[config.mk]
export PLATFORM = sky130hd
export DESIGN_NAME = wb_port_arbiter
export DESIGN_NICKNAME = d
export VERILOG_FILES = /design/src/rtl/wb_port_arbiter.sv
export SDC_FILE = /design/constraint.sdc
export NUM_CORES = 1
export LEC_CHECK = 0
export CAP_MARGIN = 5
export CORE_UTILIZATION = 45
export DETAILED_ROUTE_END_ITERATION = 10
export GPL_ROUTABILITY_DRIVEN = 0
export HOLD_SLACK_MARGIN = 0.03
export MAX_ROUTING_LAYER = met4
export PLACE_DENSITY_LB_ADDON = 0.2
export SYNTH_ARGS = -nofsm -noshare
export SYNTH_HDL_FRONTEND = slang
export SYNTH_SLANG_ARGS = --single-unit
[constraint.sdc]
create_clock -name clk -period 4.3 [get_ports clk]
set_input_delay 0.43 -clock clk [delete_from_list [all_inputs] [get_ports clk]]
set_output_delay 0.43 -clock clk [all_outputs]
set_load 0.05 [all_outputs]
[src/rtl/wb_port_arbiter.sv]
// Register-file write port arbiter: merges single-cycle pipeline writebacks with
// multi-cycle unit results held in a 2-entry FIFO, bounding how long the FIFO head can starve.
module wb_port_arbiter #(
  parameter int ADDRESS_WIDTH = 5,
  parameter int DATA_WIDTH    = 32,
  parameter int STARVE_LIMIT  = 4
) (
  input  logic                     clk,
  input  logic                     rst,
  input  logic                     p_we,
  input  logic [ADDRESS_WIDTH-1:0] p_rd,
  input  logic [DATA_WIDTH-1:0]    p_wd,
  input  logic                     m_valid,
  output logic                     m_ready,
  input  logic [ADDRESS_WIDTH-1:0] m_rd,
  input  logic [DATA_WIDTH-1:0]    m_wd,
  output logic                     we3,
  output logic [ADDRESS_WIDTH-1:0] a3,
  output logic [DATA_WIDTH-1:0]    wd3,
  output logic                     stall,
  output logic [1:0]               fifo_count
);

  typedef enum logic [1:0] {IDLE, DRAIN, FORCE} state_e;

  state_e                   state_q, state_d;
  logic [ADDRESS_WIDTH-1:0] rd_q [2];
  logic [DATA_WIDTH-1:0]    wd_q [2];
  logic                     wptr_q, rptr_q;
  logic [1:0]               count_q, count_d;
  logic [3:0]               starve_q, starve_d;
  logic                     grant_p, grant_f, enq, deq;
  logic [ADDRESS_WIDTH-1:0] src_rd;

  always_comb begin
    grant_p = 1'b0;
    grant_f = 1'b0;
    unique case (state_q)
      IDLE:    grant_p = p_we;
      DRAIN:   begin grant_f = !p_we; grant_p = p_we; end
      FORCE:   grant_f = 1'b1;
      default: ;
    endcase
    if (rst) begin
      grant_p = 1'b0;
      grant_f = 1'b0;
    end
  end

  assign m_ready = (count_q != 2'd2) && !rst;
  // Zero-destination results are consumed but never stored (x0 is not writable).
  assign enq     = m_valid && m_ready && (m_rd != '0);
  assign deq     = grant_f;
  assign count_d = count_q + 2'(enq) - 2'(deq);

  always_comb begin
    starve_d = starve_q;
    if (deq || count_d == 2'd0)          starve_d = 4'd0;
    else if (state_q == DRAIN && grant_p) starve_d = starve_q + 4'd1;

    if (count_d == 2'd0)                      state_d = IDLE;
    else if (starve_d == 4'(STARVE_LIMIT))    state_d = FORCE;
    else                                      state_d = DRAIN;
  end

  assign src_rd     = grant_f ? rd_q[rptr_q] : p_rd;
  assign a3         = src_rd;
  assign wd3        = grant_f ? wd_q[rptr_q] : p_wd;
  assign we3        = (grant_f || grant_p) && (src_rd != '0);
  assign stall      = grant_f && p_we;
  assign fifo_count = count_q;

  always_ff @(posedge clk) begin
    if (rst) begin
      state_q  <= IDLE;
      wptr_q   <= 1'b0;
      rptr_q   <= 1'b0;
      count_q  <= 2'd0;
      starve_q <= 4'd0;
    end else begin
      state_q  <= state_d;
      count_q  <= count_d;
      starve_q <= starve_d;
      if (enq) begin
        rd_q[wptr_q] <= m_rd;
        wd_q[wptr_q] <= m_wd;
        wptr_q       <= ~wptr_q;
      end
      if (deq) rptr_q <= ~rptr_q;
    end
  end

endmodule

Word-level counts from Yosys, hierarchy flattened

Memory sizes are Yosys's and may differ from the RTL's. A register that Yosys moved wholly into a read port is not among the register bits.
Cells that the tools add are included.

Add/sub/neg operators: 3
$mul: 0
Div/mod/pow operators: 0
Order comparisons: 0
Eq/ne operators: 4
Shifts and indexed selects: 0
Mux-type cells: 16
Bitwise logic cells: 2
Reductions and logical operators: 16

Operators by type and width:

| operator            | count |
|---|---|
| $mux 32             | 1 |
| $mux 1              | 10 |
| $reduce_bool 5->1   | 2 |
| $mux 4              | 2 |
| $logic_and 1x1->1   | 6 |
| $mux 5              | 1 |
| $add 4x1->4 const B | 1 |
| $eq 4x3->1 const B  | 1 |
| $logic_not 2->1     | 2 |
| $reduce_or 2->1     | 2 |
| $add 2x1->2         | 1 |
| $eq 2x1->1 const B  | 1 |
| $eq 2x2->1 const B  | 1 |
| $logic_not 1->1     | 2 |
| $logic_or 1x1->1    | 2 |
| $mux 2              | 1 |
| $ne 2x2->1 const B  | 1 |
| $not 1->1           | 2 |
| $pmux 1 s2          | 1 |
| $sub 2x1->2         | 1 |

Register bits: 10
Bits in latches: 0
Memory bits (writable): 74
ROM bits: 0
Logic and storage cells: 48
Memories kept: 2

Memories:

| memory | depth | width | read ports | clocked after Yosys merged registers in | wr ports | line | RTL |
|---|---|---|---|---|---|---|---|
| wd_q   | 2     | 32    | 1          | 1                                       | 1        | 28   | `logic [DATA_WIDTH-1:0] wd_q [2];` |
| rd_q   | 2     | 5     | 1          | 1                                       | 1        | 27   | `logic [ADDRESS_WIDTH-1:0] rd_q [2];` |

Depth between registers and ports, before layout

Gate-level depths: netlist of run 1.

Depth after elaboration: 11
Depth in mapped cells: 12
Gate-level depth less buffers: 12

Worst setup path before layout of run 1

Ideal clock, no wire load.

Path kind: flip-flop to flip-flop
Start: register count_q[0] (netlist: fifo_count[0])
End: memory rd_q[1][0], enable pin
Data arrival time: 3.449 ns
Path slack: 0.420 ns
Cell stages (with the launch flop): 5
Period minus slack after synthesis: 3.880 ns
Cell sequence: dfxtp_1 inv_1 a21oi_1 nand3_1 nor2_1

Longest elaborated chain between the ends: 7

RTL lines:

| element                        | line | RTL |
|---|---|---|
| start, declared                | 30   | `logic [1:0] count_q, count_d;` |
| start signal, assigned         | 82   | `count_q <= count_d;` |
| $ne 2x2->1                     | 50   | `assign m_ready = (count_q != 2'd2) && !rst;` |
| $logic_and 1x1->1              | 50   |  |
| via m_ready                    | 14   | `output logic m_ready,` |
| $logic_and 1x1->1 (2 in a row) | 52   | `assign enq = m_valid && m_ready && (m_rd != '0);` |
| $mux 1                         | 84   | `if (enq) begin` |
| $mux 1                         | 74   | `if (rst) begin` |
| $mux 1 (not written as such)   | 85   | `rd_q[wptr_q] <= m_rd;` |
| end, declared                  | 27   |  |

The timed path passes the listed nets, and every way through them passes these cells.

Worst setup path in the final report of run 1

Start: register state_q[1]
End: output port a3[2]

Longest elaborated chain between the ends: 4

RTL lines:

| element                                         | line | RTL |
|---|---|---|
| start, declared                                 | 26   | `state_e state_q, state_d;` |
| start signal, assigned                          | 81   | `state_q <= state_d;` |
| $eq 2x2->1 / $eq 2x1->1 (equally long branches) | 38   | `unique case (state_q)` |
| $pmux 1 s2 (*)                                  | 38   |  |
| $mux 1 (*)                                      | 44   | `if (rst) begin` |
| $mux 5 (*)                                      | 66   | `assign src_rd = grant_f ? rd_q[rptr_q] : p_rd;` |
| end, declared                                   | 18   | `output logic [ADDRESS_WIDTH-1:0] a3,` |

Mark *: on every way between the ends. The rest lies on a longest branch, timed or not.

==> metrics, run 1 <==
Reg-to-Reg Start=state_q[1]$_SDFF_PP0_; most common cell after layout, fill and taps aside=clkdlybuf4s50_1; dpl cells=488; die extent in x=92.0 um; Antenna Cells=0; post-cts hold buffer count=0; Slowest-stage cell, CP=clkdlybuf4s50_1; Ys Warns=0; critical path type=flop to primary output; Hold Path Class=flop to flop; final worst slack=roughly 0.61 ns; row count=32; Relative slew margins=44.2%; drt wl/cell=roughly 14 um; Core Region=7770 um2; fin util=66.6%; global route overflow=0; antenna-violating nets left=0; fin. max-slew vios=0; WL met3=just over 400 um; syn_nets=360; initial antenna violation count=0; largest net degree at the start of global routing=between 40 and 50; Die H=approximately 90 um; CTS Buf Count=9; wire length of the first global-routing pass=11300 um; VDD IR max=0.200 mV; Final setup viols=0; setup_tns=0 ns; share of cells above drive strength 1=under 10%; DRC viols=0; Worst path top cell family by delay=buffers and inverters; Clock power frac=30.7%; Syn Std Cell Area=3640 um2; worst slew pin tran=0.834 ns; Buf/Inv on CP=3; First DRT Iteration DRCs=98; clock sink count=85; vias in the first global route=2399; via count=2509; IO Port Bufs=119; H-tree depth=3; Max Cap Violations=0; Non-Filler Instances=504; GRT Overall Usage=between 10% and 20%; Flop pwr share=52.3%; Gate Count Post-Synth=276; Hold Vio Cnt, Final=0; clock slew at reported path FFs=0.08 ns; Routed WL=around 7000 um; post-cts resize count=0; drt via density=about 5; clock period minus final worst setup slack=between 3 and 4 ns; Boundary Pins=120; hpwl dp=~5000 um; Avg Cell Area, Syn=13.2 um2; met2 wire length=around 3700 um; status=completed; Initial Utilization=46.9%; crit-path cells=inv_1 -> ha_1 -> nor2b_1 -> o21ai_4 -> buf_4 -> nand2_1 -> o21ai_0 -> clkdlybuf4s50_1; Worst setup EP type=primary output; CP peak stage delay=0.84 ns; Yosys cell types=34; met1 WL=approximately 2900 um; WP data required=roughly 3.9 ns; Setup Fix Bufs, Post-CTS=0; fill cell count=575; commonest cells after routing, fill and taps aside=clkdlybuf4s50_1, edfxtp_1, nand2_1, o21ai_0, mux2i_1; RSZ-0062 raised after global routing=no; crit start category=flop; Leak=1.82 nW; Crit Reg-Reg Endpoint=state_q[0]$_SDFF_PP0_; pwr dens=between 300 and 400 nW/um2; hold depth=2; combinational share of power=17.0%; pre-CTS setup slack=0.649 ns; switch share=roughly 24%; reg2reg setup slack=1.01 ns; post-synthesis sequential area ratio=approximately two thirds; Max FO, Critical Path=40; clock buffer depth=2; HP Start=rptr_q$_SDFFE_PP0N_; die area=8460 um2; drt first pass iters=4; R2R depth=12; switching pwr=~0.43 mW; Pint=1.36 mW; top sig layer=met4; latest clock arrival within the worst-skew pair=0.33 ns; WP data arrival=3.26 ns; Final period util=around 86%; Clock Skews=~0.0079 ns; clk root buf=clkbuf_8; final net count=around 480; CTS tree=built; flops & latches, synth=85; maximum clock frequency=0.271 GHz; Area Overhead vs Synth=41.8%
==> layout make-up <==
class / instances / area [um2] / area share [%]
sequential: 85 / 2440 / 47.3
clock inverter: 2 / 12.5 / 0.242
inverter: 7 / 26.3 / 0.508
tap: 102 / 128 / 2.47
clock buffer: 14 / 195 / 3.78
multi-input combinational: 170 / 1140 / 22.0
timing repair buffer: 124 / 1230 / 23.8
==> power groups by stage <==
stage	logic [mW]	clock network, mW	registers, mW
floorplan	0.161	0	0.961
global placement	0.302	0	0.959
detailed placement	0.306	0	0.960
CTS	0.308	0.567	0.941
global route	0.327	0.599	0.944
finish	0.305	0.552	0.941
==> through the flow <==
stage / power, mW / hold slack [ns] / area, um2
floorplan: 1.12 / 0.481 / 3640
global placement: 1.26 / 0.493 / 4960
detailed placement: 1.27 / 0.513 / 4960
CTS: 1.82 / 0.542 / 5170
global route: 1.87 / 0.573 / 5170
finish: 1.80 / 0.534 / 5170
==> cells by family (layout without fill, tap and decap cells) <==
logic type	after synthesis	in the layout	share of synthesized area [%]
AOI/OAI and AO/OA	49	49	7.28
xor gates and xnor gates	5	5	1.58
adders and majority gates	6	6	2.06
buffers and inverters	21	147	2.23
DFF	85	85	67.0
muxes	38	38	10.4
and+or+nand+nor	72	72	9.41
==> worst max path at each step <==
stage	slack, ns	to	cells after the start	from
5_1_grt	0.27	wd3[19]	8	state_q[1]$_SDFF_PP0_
3_5_place_dp	0.65	a3[2]	7	p_we
6_report	0.61	a3[2]	8	state_q[1]$_SDFF_PP0_
3_3_place_gp	0.73	a3[1]	7	p_we
2_1_floorplan	0.42	rd_q[1][0]$_DFFE_PP_	4	fifo_count[0]$_SDFF_PP0_
4_1_cts	0.57	a3[2]	8	state_q[1]$_SDFF_PP0_
==> flip-flops by register name, summed over array words and instances, names as in the netlist, named ones only <==
signal and count:
starve_q 4, wptr_q 1, state_q 2, wd_q 64, fifo_count 2, rptr_q 1
rd_q 10
==> cell usage after synthesis <==
master | count | area, um2
or3_4 | 1 | 11.3
nand4b_1 | 1 | 8.76
a31o_2 | 1 | 8.76
buf_2 | 2 | 10.0
clkbuf_1 | 11 | 41.3
inv_1 | 7 | 26.3
nand2_1 | 39 | 146
nor2_1 | 13 | 48.8
buf_1 | 1 | 3.75
a21o_1 | 1 | 7.51
nand4_1 | 1 | 6.26
xnor3_1 | 1 | 22.5
o21ai_2 | 1 | 8.76
o21a_1 | 1 | 7.51
nor4_1 | 2 | 12.5
mux2i_1 | 38 | 380
nor3_1 | 2 | 10.0
or3_1 | 1 | 6.26
a21oi_1 | 4 | 20.0
a311oi_1 | 1 | 8.76
o21ai_0 | 39 | 195
xor2_1 | 3 | 26.3
nor2b_4 | 1 | 13.8
nor4b_2 | 1 | 15.0
nor3b_1 | 1 | 7.51
nor2b_1 | 4 | 25.0
and3_1 | 1 | 6.26
xnor2_1 | 1 | 8.76
nand3_1 | 2 | 10.0
edfxtp_1 | 74 | 2220
o31a_1 | 1 | 8.76
nand3b_1 | 2 | 15.0
dfxtp_1 | 11 | 220
ha_1 | 6 | 75.1
==> worst register-to-register path, delay by kind of cell, from the launching register on <==
kind | cells | cell delay (ns)
XOR/XNOR | 1 | 0.23
flip-flops | 1 | 0.34
buffers and inverters | 3 | 0.27
adder cells (fa/ha/maj) | 3 | 0.67
AO/OA/AOI/OAI | 2 | 0.96
AND/OR/NAND/NOR | 3 | 0.71
==> per-layer routing <==
layer,vias to the layer above,global-route usage (%)
met1,1167,21.2
met4,0,6.38
met3,12,3.90
li1,1252,-
met2,78,30.3
met5,-,-
Power figures use the tool's default switching activity.
==> run 2: changes to the inputs <==
--- a/config.mk
+++ b/config.mk
@@ -11,7 +11,8 @@
 export GPL_ROUTABILITY_DRIVEN = 0
 export HOLD_SLACK_MARGIN = 0.03
 export MAX_ROUTING_LAYER = met4
-export PLACE_DENSITY_LB_ADDON = 0.2
+export PLACE_DENSITY = 0.81
 export SYNTH_ARGS = -nofsm -noshare
 export SYNTH_HDL_FRONTEND = slang
 export SYNTH_SLANG_ARGS = --single-unit
+export TNS_END_PERCENT = 30
==> constraint.sdc (replaced) <==
create_clock -name clk -period 4.3 [get_ports clk]
set_input_delay 0.86 -clock clk [delete_from_list [all_inputs] [get_ports clk]]
set_output_delay 0.86 -clock clk [all_outputs]
set_load 0.05 [all_outputs]
==> metrics, run 2 (same netlist as run 1, synthesis figures left out) <==
WP data arrival=roughly 3.1 ns; drt first pass iters=4; status=completed; final net count=481; commonest cells after routing, fill and taps aside=clkdlybuf4s50_1, edfxtp_1, nand2_1, o21ai_0, mux2i_1; post-cts hold buffer count=0; antenna-violating nets left=0; Core Region=7770 um2; VDD IR max=0.180 mV; DRC viols=0; clk root buf=clkbuf_8; HP Start=rptr_q$_SDFFE_PP0N_; die extent in x=92.0 um; crit start category=input port; drt wl/cell=15.0 um; H-tree depth=3; GRT Overall Usage=19.1%; row count=32; Routed WL=7540 um; placed cell area=between 4000 and 5000 um2; Largest register FFs=64; die area=8460 um2; Worst setup EP type=primary output; RSZ-0062 raised after global routing=no; CP Capture Point=we3; Boundary Pins=120; latest clock arrival within the worst-skew pair=~0.34 ns; Final setup viols=0; wire length of the first global-routing pass=11900 um; Hold Vio Cnt, Final=0; drt via density=5.10; Max Cap Violations=0; WP data required=about 3.4 ns; setup_tns=0 ns; R2R depth=12; Setup Fix Bufs, Post-CTS=0; Leak=around 1.8 nW; Relative slew margins=65.5%; Initial Utilization=about 47%; most common cell after layout, fill and taps aside=clkdlybuf4s50_1; Clock Skews=0.00828 ns; CP startpoint=p_we; Crit Reg-Reg Endpoint=state_q[0]$_SDFF_PP0_; global route overflow=0; reg2reg setup slack=roughly 1.3 ns; via count=approximately 2600; clock slew at reported path FFs=0.08 ns; hpwl dp=5320 um; initial antenna violation count=0; Die H=92.0 um; worst slew pin tran=slightly above 0.5 ns; Final period util=around 92%; fin. max-slew vios=0; vias in the first global route=2667; share of cells above drive strength 1=between 10% and 20%; Reg-to-Reg Start=state_q[1]$_SDFF_PP0_; Largest Register=wd_q; clock period minus final worst setup slack=3.96 ns; clock sink count=85; maximum clock frequency=0.253 GHz; largest net degree at the start of global routing=61; Hold Path Class=flop to flop; pwr dens=around 350 nW/um2; biggest regs=wd_q (64), rd_q (10), starve_q (4); fill cell count=581; First DRT Iteration DRCs=between 80 and 90; Design Area, Final=5080 um2; post-cts resize count=0; critical path type=input port to primary output; Antenna Cells=0; clock buffer depth=2; Area Overhead vs Synth=39.5%; CTS Buf Count=9; IO Port Bufs=119; Max FO, Critical Path=60; CTS tree=built; hold depth=2
## run 2: cell types whose count changed in the layout (fill, tap and decap cells not counted), sizes merged
cell           previous run  this run
inv                       7         8
buf                       5        35
clkinv                    1         2
clkdlybuf4s50           119        89
bufinv                    0         1
clkinvlp                  1         3
clkbuf                   14         9
## run 2: worst min-delay path by stage
stage	end	slack (ns)
6_report	flop	0.52
5_1_grt	flop	0.58
4_1_cts	flop	0.53
3_5_place_dp	rptr_q$_SDFFE_PP0N_	0.50
3_3_place_gp	rptr_q$_SDFFE_PP0N_	0.50
2_1_floorplan	flop	0.48
## run 2: per-layer routing
metal | vias up | global-route usage (%) | wire, um
met3 | 13 | 3.98 | 408
met4 | 0 | 9.24 | 155
met5 | - | - | 0
met2 | 89 | 34.0 | 3940
li1 | 1248 | - | -
met1 | 1219 | 20.1 | 3040
## run 2: through the flow
step | utilization (%) | worst slack (ns) | power [mW] | cells | hold WS (ns)
global route | 65.5 | 0.144 | 1.86 | 504 | 0.581
global placement | 62.9 | 0.484 | 1.25 | 488 | 0.497
CTS | 65.5 | 0.310 | 1.81 | 504 | 0.528
detailed placement | 62.9 | 0.314 | 1.26 | 488 | 0.504
floorplan | - | 0.114 | 1.12 | 276 | 0.481
finish | 65.5 | 0.340 | 1.79 | 504 | 0.524
## run 2: power breakdown
part | internal, mW | switching (mW) | total (mW)
logic | 0.132 | 0.171 | 0.303
clock network | 0.269 | 0.277 | 0.546
registers | 0.929 | 0.0109 | 0.940
## run 2: layout make-up
cell class	count	area, um2	share of cell area [%]
tap	102	128	2.51
multi-input combinational	170	1140	22.3
clock inverter	7	73.8	1.45
timing repair buffer	124	1150	22.7
clock buffer	9	124	2.44
inverter	7	26.3	0.517
sequential	85	2440	48.1
## run 2: worst max-delay path, stage by stage
cell,delay (ns)
clkdlybuf4s50_1,0.54
nor2b_1,0.10
o21ai_4,0.38
buf_4,0.51
a21oi_1,0.10
a311oi_1,0.31
buf_4,0.26
==> run 3: changes to the inputs <==
--- a/config.mk
+++ b/config.mk
@@ -6,6 +6,7 @@
 export NUM_CORES = 1
 export LEC_CHECK = 0
 export CAP_MARGIN = 5
+export CORE_MARGIN = 3
 export CORE_UTILIZATION = 45
 export DETAILED_ROUTE_END_ITERATION = 10
 export GPL_ROUTABILITY_DRIVEN = 0
==> metrics, run 3 (same netlist as run 1, synthesis figures left out) <==
drt via density=5.00; hpwl dp=5590 um; WP data arrival=around 3.1 ns; Initial Utilization=46.7%; CTS tree=built; GRT Overall Usage=~17%; CTS Buf Count=9; Area Overhead vs Synth=40.1%; pwr dens=between 300 and 400 nW/um2; post-cts hold buffer count=0; biggest regs=wd_q (64), rd_q (10), starve_q (4); fill cell count=603; WP data required=3.44 ns; Hold Path Class=flop to flop; register area=2440 um2; status=completed; clock period minus final worst setup slack=between 3 and 4 ns; fin. max-slew vios=0; drt wl/cell=about 16 um; maximum clock frequency=0.255 GHz; Worst setup EP type=primary output; Hold Vio Cnt, Final=0; via count=2521; most common cell after layout, fill and taps aside=clkdlybuf4s50_1; Final period util=91.0%; die extent in x=around 96 um; wire length of the first global-routing pass=between 10000 and 15000 um; Die H=~96 um; Largest Register=wd_q; row count=32; critical path type=input port to primary output; antenna-violating nets left=0; Leak=between 1.5 and 2 nW; global route overflow=0; H-tree depth=3; commonest cells after routing, fill and taps aside=clkdlybuf4s50_1, edfxtp_1, nand2_1, o21ai_0, mux2i_1; initial antenna violation count=0; VDD IR max=0.208 mV; crit start category=input port; post-cts resize count=0; Max FO, Critical Path=62; First DRT Iteration DRCs=between 80 and 90; Relative slew margins=66.1%; vias in the first global route=~2400; clock slew at reported path FFs=0.09 ns; worst slew pin tran=0.507 ns; Core Region=around 7800 um2; final net count=481; clock sink count=85; Setup Fix Bufs, Post-CTS=0; clock buffer depth=2; worst hold slack=0.528 ns; Final setup viols=0; Antenna Cells=0; clk root buf=clkbuf_8; area of the multi-input gates=between 1000 and 1500 um2; latest clock arrival within the worst-skew pair=0.34 ns; total power=1.85 mW; Boundary Pins=120; die area=9220 um2; drt first pass iters=4; share of cells above drive strength 1=14.7%; DRC viols=0; Largest register FFs=64; Routed WL=slightly below 8000 um; IO Port Bufs=119; Max Cap Violations=0; largest net degree at the start of global routing=between 60 and 70; Clock Skews=around 0.0088 ns; RSZ-0062 raised after global routing=no; setup_tns=0 ns
run 3: cell count changes in the layout (fill, tap and decap cells not counted), sizes merged:
cell,delta
bufinv,+1
clkdlybuf4s50,-1
buf,+1
clkinvlp,-1
run 3: metal layers:
layer	track usage, %	wire (um)	vias up
met5	-	0	-
met3	3.28	542	6
met1	19.5	3180	1174
met2	30.3	4130	87
met4	7.82	97	0
li1	-	-	1254
run 3: path summary, 6_finish.rpt:
path                               from                     to  slack [ns]  cells after the start
setup / recovery                   p_we                    we3        0.39                      7
hold / removal      rptr_q$_SDFFE_PP0N_                   flop        0.53                      2
setup reg to reg  state_q[1]$_SDFF_PP0_  state_q[0]$_SDFF_PP0_        1.34                     12
hold reg to reg     rptr_q$_SDFFE_PP0N_                   flop        0.53                      2
run 3: worst max-delay path, cell delays in order:
cell and delay (ns):
clkdlybuf4s50_1 0.55, nor2b_1 0.11, o21ai_4 0.37, buf_4 0.52
a21oi_1 0.10, a311oi_1 0.27, buf_4 0.24
run 3: power breakdown:
part / switching, mW / total (mW) / leakage [nW] / internal, mW
sequential: 0.0107 / 0.939 / 0.768 / 0.929
clock: 0.281 / 0.610 / 0.106 / 0.329
combinational: 0.172 / 0.304 / 0.980 / 0.132
total: 0.464 / 1.85 / 1.85 / 1.39
run 3: through the flow:
stage               area, um2  util (%)  cells  setup WS, ns
floorplan                3640         -    276         0.114
global placement         4880      62.6    488         0.489
detailed placement       4880      62.6    488         0.414
CTS                      5110      65.4    504         0.410
global route             5110      65.4    504         0.188
finish                   5110      65.4    504         0.385
run 3: layout make-up:
type	instances	area share, %
Inverter	7	0.515
Sequential cell	85	47.9
Timing Repair Buffer	124	22.5
Multi-Input combinational cell	170	22.2
Clock inverter	7	1.91
Tap cell	102	2.50
Clock buffer	9	2.43
